### config.mk
export PLATFORM = sky130hd
export DESIGN_NAME = imu_read_sequencer_flat
export DESIGN_NICKNAME = d
export VERILOG_FILES = /design/src/rtl/imu_read_sequencer_pkg.sv /design/src/rtl/imu_read_sequencer_if.sv /design/src/rtl/imu_read_sequencer_timer.sv /design/src/rtl/imu_read_sequencer.sv /design/src/flat_wrapper.sv
export SDC_FILE = /design/constraint.sdc
export NUM_CORES = 1
export LEC_CHECK = 0
export CORE_MARGIN = 2
export CORE_UTILIZATION = 60
export CTS_CLUSTER_DIAMETER = 100
export DETAILED_ROUTE_END_ITERATION = 8
export DONT_BUFFER_PORTS = 1
export HOLD_SLACK_MARGIN = 0.05
export PLACE_DENSITY = 0.87
export SKIP_CTS_REPAIR_TIMING = 1
export SYNTH_ARGS = -nofsm -noshare
export SYNTH_HDL_FRONTEND = slang
export SYNTH_SLANG_ARGS = --single-unit
### constraint.sdc
create_clock -name clk -period 5.27 [get_ports clk]
set_clock_uncertainty 0.05 [all_clocks]
set_input_delay 0.527 -clock clk [delete_from_list [all_inputs] [get_ports clk]]
set_output_delay 0.527 -clock clk [all_outputs]
set_load 0.02 [all_outputs]
### src/rtl/imu_read_sequencer_pkg.sv
// Shared constants, state encoding and field helpers for the IMU read sequencer.
package imu_seq_pkg;

  localparam logic [7:0] REG_WHO_AM_I   = 8'h75;
  localparam logic [7:0] REG_ACCEL_XOUT = 8'h3B;
  localparam logic [7:0] SPI_READ_BIT   = 8'h80;
  localparam logic [7:0] ID_MPU         = 8'h68;
  localparam logic [7:0] ID_ICM         = 8'hEA;
  localparam int         BURST_BYTES    = 12;

  typedef enum logic [2:0] {
    ID_CMD, ID_READ, ID_CHECK, WAIT_TICK, BURST_CMD, BURST_DATA, UPDATE, FAIL
  } seq_state_e;

  // Field order matches the sample_data packing, ax in the MSBs.
  typedef struct packed {
    logic [15:0] ax;
    logic [15:0] ay;
    logic [15:0] gx;
    logic [15:0] gy;
  } imu_fields_t;

  function automatic imu_fields_t field_delta(imu_fields_t now, imu_fields_t prev);
    imu_fields_t d;
    d.ax = now.ax - prev.ax;
    d.ay = now.ay - prev.ay;
    d.gx = now.gx - prev.gx;
    d.gy = now.gy - prev.gy;
    return d;
  endfunction

endpackage

### src/rtl/imu_read_sequencer_if.sv
// Byte-level handshake between the sequencer and the SPI byte engine.
interface imu_byte_if;
  logic       byte_start;
  logic [7:0] byte_tx;
  logic       byte_last;
  logic       byte_busy;
  logic       byte_done;
  logic [7:0] byte_rx;

  modport master (output byte_start, byte_tx, byte_last,
                  input  byte_busy, byte_done, byte_rx);
  modport slave  (input  byte_start, byte_tx, byte_last,
                  output byte_busy, byte_done, byte_rx);
endinterface

### src/rtl/imu_read_sequencer_timer.sv
// Free-running sample tick: one-cycle pulse every SAMPLE_DIV clocks from reset release.
module imu_sample_timer #(
  parameter int SAMPLE_DIV = 270_000
) (
  input  logic clk,
  input  logic rst_n,
  output logic tick
);
  localparam int              CW   = $clog2(SAMPLE_DIV);
  localparam logic [CW-1:0]   LAST = CW'(SAMPLE_DIV - 1);

  logic [CW-1:0] cnt;

  always_ff @(posedge clk) begin
    if (!rst_n)           cnt <= '0;
    else if (cnt == LAST) cnt <= '0;
    else                  cnt <= cnt + 1'b1;
  end

  assign tick = (cnt == LAST);
endmodule

### src/rtl/imu_read_sequencer.sv
// WHO_AM_I detection then periodic 12-byte bursts; emits per-field deltas between bursts.
module imu_read_sequencer
  import imu_seq_pkg::*;
#(
  parameter int SAMPLE_DIV   = 270_000,
  parameter int DETECT_TRIES = 16
) (
  input  logic        clk,
  input  logic        rst_n,
  imu_byte_if.master  bus,
  output logic        imu_present,
  output logic        imu_failed,
  output logic        sample_valid,
  output logic [63:0] sample_data,
  output logic [7:0]  overrun_cnt
);
  localparam logic [3:0] BURST_N    = 4'(BURST_BYTES);
  localparam logic [7:0] TRIES_LAST = 8'(DETECT_TRIES);

  seq_state_e  state, state_n;
  logic        tick;
  logic        pend;
  logic [7:0]  tries;
  logic [3:0]  tx_idx;
  logic [3:0]  rx_idx;
  imu_fields_t cur, cur_cap, base;
  logic        base_vld;
  logic        start, last;
  logic [7:0]  tx;
  logic        can_issue, rx_ok, id_match;

  imu_sample_timer #(.SAMPLE_DIV(SAMPLE_DIV)) u_timer (
    .clk   (clk),
    .rst_n (rst_n),
    .tick  (tick)
  );

  // rst_n gates issue so byte_start is low for the whole reset cycle.
  assign can_issue = rst_n && !bus.byte_busy && !pend;
  assign rx_ok     = pend && bus.byte_done;
  assign id_match  = (bus.byte_rx == ID_MPU) || (bus.byte_rx == ID_ICM);
  assign rx_idx    = tx_idx - 4'd1;

  assign bus.byte_start = start;
  assign bus.byte_tx    = tx;
  assign bus.byte_last  = last;

  always_comb begin
    state_n = state;
    start   = 1'b0;
    tx      = 8'h00;
    last    = 1'b0;
    case (state)
      ID_CMD: if (can_issue) begin
        start   = 1'b1;
        tx      = REG_WHO_AM_I | SPI_READ_BIT;
        state_n = ID_READ;
      end
      ID_READ: if (can_issue) begin
        start   = 1'b1;
        last    = 1'b1;
        state_n = ID_CHECK;
      end
      ID_CHECK: if (rx_ok) begin
        if (id_match)                      state_n = WAIT_TICK;
        else if (tries + 8'd1 == TRIES_LAST) state_n = FAIL;
        else                               state_n = ID_CMD;
      end
      WAIT_TICK: if (tick) state_n = BURST_CMD;
      BURST_CMD: if (can_issue) begin
        start   = 1'b1;
        tx      = REG_ACCEL_XOUT | SPI_READ_BIT;
        state_n = BURST_DATA;
      end
      BURST_DATA: begin
        if (rx_ok && tx_idx == BURST_N) state_n = UPDATE;
        else if (can_issue && tx_idx < BURST_N) begin
          start = 1'b1;
          last  = (tx_idx == BURST_N - 4'd1);
        end
      end
      UPDATE:  state_n = WAIT_TICK;
      FAIL:    state_n = FAIL;
      default: state_n = ID_CMD;
    endcase
  end

  // tx_idx counts issued data bytes, so a done with tx_idx==0 is the command byte.
  always_comb begin
    cur_cap = cur;
    if (state == BURST_DATA && rx_ok && tx_idx != 4'd0) begin
      case (rx_idx)
        4'd0:    cur_cap.ax[15:8] = bus.byte_rx;
        4'd1:    cur_cap.ax[7:0]  = bus.byte_rx;
        4'd2:    cur_cap.ay[15:8] = bus.byte_rx;
        4'd3:    cur_cap.ay[7:0]  = bus.byte_rx;
        4'd8:    cur_cap.gx[15:8] = bus.byte_rx;
        4'd9:    cur_cap.gx[7:0]  = bus.byte_rx;
        4'd10:   cur_cap.gy[15:8] = bus.byte_rx;
        4'd11:   cur_cap.gy[7:0]  = bus.byte_rx;
        default: ;
      endcase
    end
  end

  always_ff @(posedge clk) begin
    if (!rst_n) begin
      state        <= ID_CMD;
      pend         <= 1'b0;
      tries        <= 8'd0;
      tx_idx       <= 4'd0;
      cur          <= '0;
      base         <= '0;
      base_vld     <= 1'b0;
      imu_present  <= 1'b0;
      imu_failed   <= 1'b0;
      sample_valid <= 1'b0;
      sample_data  <= 64'd0;
      overrun_cnt  <= 8'd0;
    end else begin
      state        <= state_n;
      sample_valid <= 1'b0;
      cur          <= cur_cap;

      if (start)              pend <= 1'b1;
      else if (bus.byte_done) pend <= 1'b0;

      if (tick && state != WAIT_TICK && state != FAIL && overrun_cnt != 8'hFF)
        overrun_cnt <= overrun_cnt + 8'd1;

      if (state == ID_CHECK && rx_ok) begin
        if (id_match) imu_present <= 1'b1;
        else begin
          tries <= tries + 8'd1;
          if (tries + 8'd1 == TRIES_LAST) imu_failed <= 1'b1;
        end
      end

      if (state == BURST_CMD) tx_idx <= 4'd0;
      if (state == BURST_DATA && start) tx_idx <= tx_idx + 4'd1;

      // Delta is formed on the final byte so sample_valid lands the next cycle.
      if (state == BURST_DATA && rx_ok && tx_idx == BURST_N) begin
        sample_valid <= base_vld;
        if (base_vld) sample_data <= field_delta(cur_cap, base);
      end

      if (state == UPDATE) begin
        base     <= cur;
        base_vld <= 1'b1;
      end
    end
  end
endmodule

### src/flat_wrapper.sv
// flat-port wrapper written by rule: the top's interface ports become plain ports
module imu_read_sequencer_flat import imu_seq_pkg::*;
#(
  parameter int SAMPLE_DIV   = 270_000,
  parameter int DETECT_TRIES = 16
)
  (clk, rst_n, imu_present, imu_failed, sample_valid, sample_data, overrun_cnt, bus_byte_start, bus_byte_tx, bus_byte_last, bus_byte_busy, bus_byte_done, bus_byte_rx);
  imu_byte_if bus_i ();
  input  logic clk;
  input  logic rst_n;
  output logic imu_present;
  output logic imu_failed;
  output logic sample_valid;
  output logic [63:0] sample_data;
  output logic [7:0] overrun_cnt;
  output wire logic [$bits(bus_i.byte_start)-1:0] bus_byte_start;
  output wire logic [$bits(bus_i.byte_tx)-1:0] bus_byte_tx;
  output wire logic [$bits(bus_i.byte_last)-1:0] bus_byte_last;
  input wire logic [$bits(bus_i.byte_busy)-1:0] bus_byte_busy;
  input wire logic [$bits(bus_i.byte_done)-1:0] bus_byte_done;
  input wire logic [$bits(bus_i.byte_rx)-1:0] bus_byte_rx;
  assign bus_byte_start = bus_i.byte_start;
  assign bus_byte_tx = bus_i.byte_tx;
  assign bus_byte_last = bus_i.byte_last;
  assign bus_i.byte_busy = bus_byte_busy;
  assign bus_i.byte_done = bus_byte_done;
  assign bus_i.byte_rx = bus_byte_rx;
  imu_read_sequencer #(.SAMPLE_DIV(SAMPLE_DIV), .DETECT_TRIES(DETECT_TRIES)) u_core (.clk(clk), .rst_n(rst_n), .bus(bus_i), .imu_present(imu_present), .imu_failed(imu_failed), .sample_valid(sample_valid), .sample_data(sample_data), .overrun_cnt(overrun_cnt));
endmodule
==> reports/results.tsv <==
metric	value	unit
portBuffers	0	
hold_ws	84.5	ps
fillers	1549	
swShare	20.7	%
drt-total-wl	29000	um
antenna_found_initial	1	
cp.required	5670	ps
seqPwrFrac	48.3	%
drc	0	
r2r-start	u_core.tx_idx[0]	
grt_max_degree	100	
setup_viol_count_final	0	
ys_seq_area_share	39.1	%
fin_crit_sh	88.3	%
synth_cell_type_count	74	
coreArea	0.0201	mm^2
overflow	0	
synth_top_area_share	39.1	%
syn-instance-count	1458	
leakage	5.20	nW
rr_worst_depth	16	
start_kind	flip-flop	
pwr-share-comb	1.3	%
rows	52	
synthArstFlopShare	0	%
clkPwrFrac	50.4	%
hold_path_depth	1	
p_int	2.99	mW
yosysWarningCount	0	
ant_nets	0	
hold_start	rst_n	
synth_nets	1543	
worstMarginPinSlew	975	ps
yosysTopAreaCell	dfxtp_1	
synth_ff_type	dfxtp_1	
dr_total_vias	10100	
worst_hold_path_type	input port to flip-flop	
die_x	147	um
cts.sinks	239	
maxSlewHeadroom	35.0	%
clock_latency	540	ps
ir_drop	257	uV
synth_enable_flop_cells	0	
layout.nets	1500	
dp_hpwl	18900	um
ys_ff_latch	239	
fin_cells	1705	
die_area	0.0216	mm^2
switching_power	0.779	mW
cts_buffer_depth	3	
max-cap-violations	0	
drt-pass1-iter-count	5	
power.density	284	mW/mm^2
r2r_setup_slack	620	ps
crit_path_max_fanout	9	
drv_slew	0	
crit_type	flip-flop to flip-flop	
rsz0062_at_grt	false	
path_clk_slew	60	ps
grt.total_usage	26.4	%
max_freq	215	MHz
area_growth	8.16	%
gp_congestion	0.866	
total_power	3.76	mW
io_pins	97	
cts_buffers	25	
grt_pass1_wl	47800	um
die_h	147	um
drt-vias-per-instance	5.90	
finalSetupTns	0	ps
synth.avg_cell_area	8.39	um^2
min_period	4650	ps
htreeDepth	1	
syn_area	0.0122	mm^2
r2r-end	u_core.sample_data[31]	
root_buffer	clkbuf_16	
placedCellCount	1658	
synthTopCellsByArea	dfxtp_1 (39%), ha_1 (7.1%), nand2_1 (6.3%)	
grt_pass1_vias	9727	
worst_ep_arrival_time	5060	ps
drt_iter0_drc	765	
holdPathEnd	u_core.cur[20]	
fin_util	65.8	%
start_util	60.9	%
finalHoldViolCount	0	
setup.worst_path.end_class	flip-flop	
drive_above_1_share	9.07	%
outcome	completed	
wire_per_inst	17.0	um
cts_tree	done	
-- sequential cells by signal, indices dropped and copies added (netlist names) --
register	flops
u_core.base	64
u_core.cur	64
u_core.sample_data	64
u_core.u_timer.cnt	19
u_core.overrun_cnt	8
u_core.tries	8
u_core.tx_idx	4
u_core.state	3
u_core.base_vld	1
u_core.imu_failed	1
u_core.imu_present	1
u_core.pend	1
u_core.sample_valid	1
-- worst max path at each step --
stage / start / endpoint / slack, ps / depth (start not counted)
final: u_core.tx_idx[0] / u_core.sample_data[31] / 620 / 16
after detailed placement: u_core.tx_idx[0] / u_core.sample_data[31] / 660 / 15
after global placement: u_core.tx_idx[0] / u_core.sample_data[31] / 830 / 15
after global routing: u_core.tx_idx[0] / u_core.sample_data[31] / 230 / 16
after floorplan: u_core.tx_idx[0] / u_core.sample_data[31] / 1210 / 16
after CTS: u_core.tx_idx[0] / u_core.sample_data[31] / 630 / 16
-- critical path, cell delays in order (launching register included) --
cell and delay (ps):
dfxtp_1 480, inv_1 140, ha_1 280, or2_2 310, o211ai_2 270, and2_1 200, and3_1 440, mux2i_1 390
inv_1 80, ha_1 280, nand2b_1 110, a21oi_1 120, o41ai_1 610, o221a_2 340, o21ai_0 110, xnor2_1 150
a211oi_2 220
-- kinds of logic (layout without fill, tap and decap cells) --
family / after synthesis / in the layout / share of synthesized area, %
simple gates: 561 / 561 / 22.3
compound gates: 279 / 279 / 13.8
xor+xnor: 65 / 65 / 4.65
buf+inv: 160 / 136 / 5.27
mux: 81 / 81 / 7.17
other cells: 0 / 1 / 0
flops: 239 / 239 / 39.1
fa+ha+maj: 73 / 73 / 7.71
-- metal layers --
| metal | share of wire [%] | vias to the layer above | track usage (%) |
|---|---|---|---|
| met5 | 0 | - | 0 |
| met4 | 3.2 | 0 | 9.56 |
| met3 | 6.5 | 66 | 5.62 |
| met2 | 48 | 296 | 45.4 |
| met1 | 43 | 4800 | 32.9 |
| li1 | - | 4902 | - |
-- metrics by stage --
stage	instance area, um^2	worst slack, ps
after global placement	12300	829
after CTS	13200	625
after global routing	13200	226
final	13200	618
after detailed placement	12300	656
after floorplan	12200	1210
-- power groups by stage --
stage	clock network [mW]	registers, mW	logic (mW)
5_1_grt	1.99	1.82	0.0536
4_1_cts	1.92	1.82	0.0489
2_1_floorplan	0	1.85	0.0575
6_report	1.90	1.82	0.0494
3_3_place_gp	0	1.86	0.0481
3_5_place_dp	0	1.86	0.0491
-- layout by cell type (no fill, tap or decap), types with 11 or more instances in the layout --
cell / instances
and2_1: 57
nor4_1: 12
mux2_2: 53
nor2b_1: 18
nand2_1: 205
a21o_1: 19
a211oi_1: 14
and3_1: 11
mux2i_1: 28
a31oi_1: 11
nor2_1: 109
nand2b_1: 15
nor3_1: 27
clkbuf_16: 25
xnor2_1: 33
inv_1: 81
o21ai_0: 44
nand3_1: 49
nand4_1: 19
a21oi_1: 133
dfxtp_1: 239
xor2_1: 32
ha_1: 69
-- cells in the mapped netlist, types with 19 or more instances --
library cell,number
a21oi_1,133
nand4_1,19
o21ai_0,44
nor3_1,27
nor2_1,110
a21o_1,19
ha_1,69
dfxtp_1,239
mux2_2,53
and2_1,57
inv_1,82
clkbuf_1,46
xor2_1,32
nand3_1,51
mux2i_1,28
xnor2_1,33
nand2_1,205
-- area by class of cell --
class                   count  area, um^2  share of cell area (%)
clock inverters            12         169                    1.28
flip-flops and latches    239        4780                    36.2
well taps                 270         338                    2.55
clock buffers              34         729                    5.51
inverters                  82         310                    2.34
repair buffers              8        60.1                   0.454
multi-input cells        1059        6840                    51.7
diodes                      1        2.50                  0.0189
No activity file was read; power rests on OpenSTA's default activity.
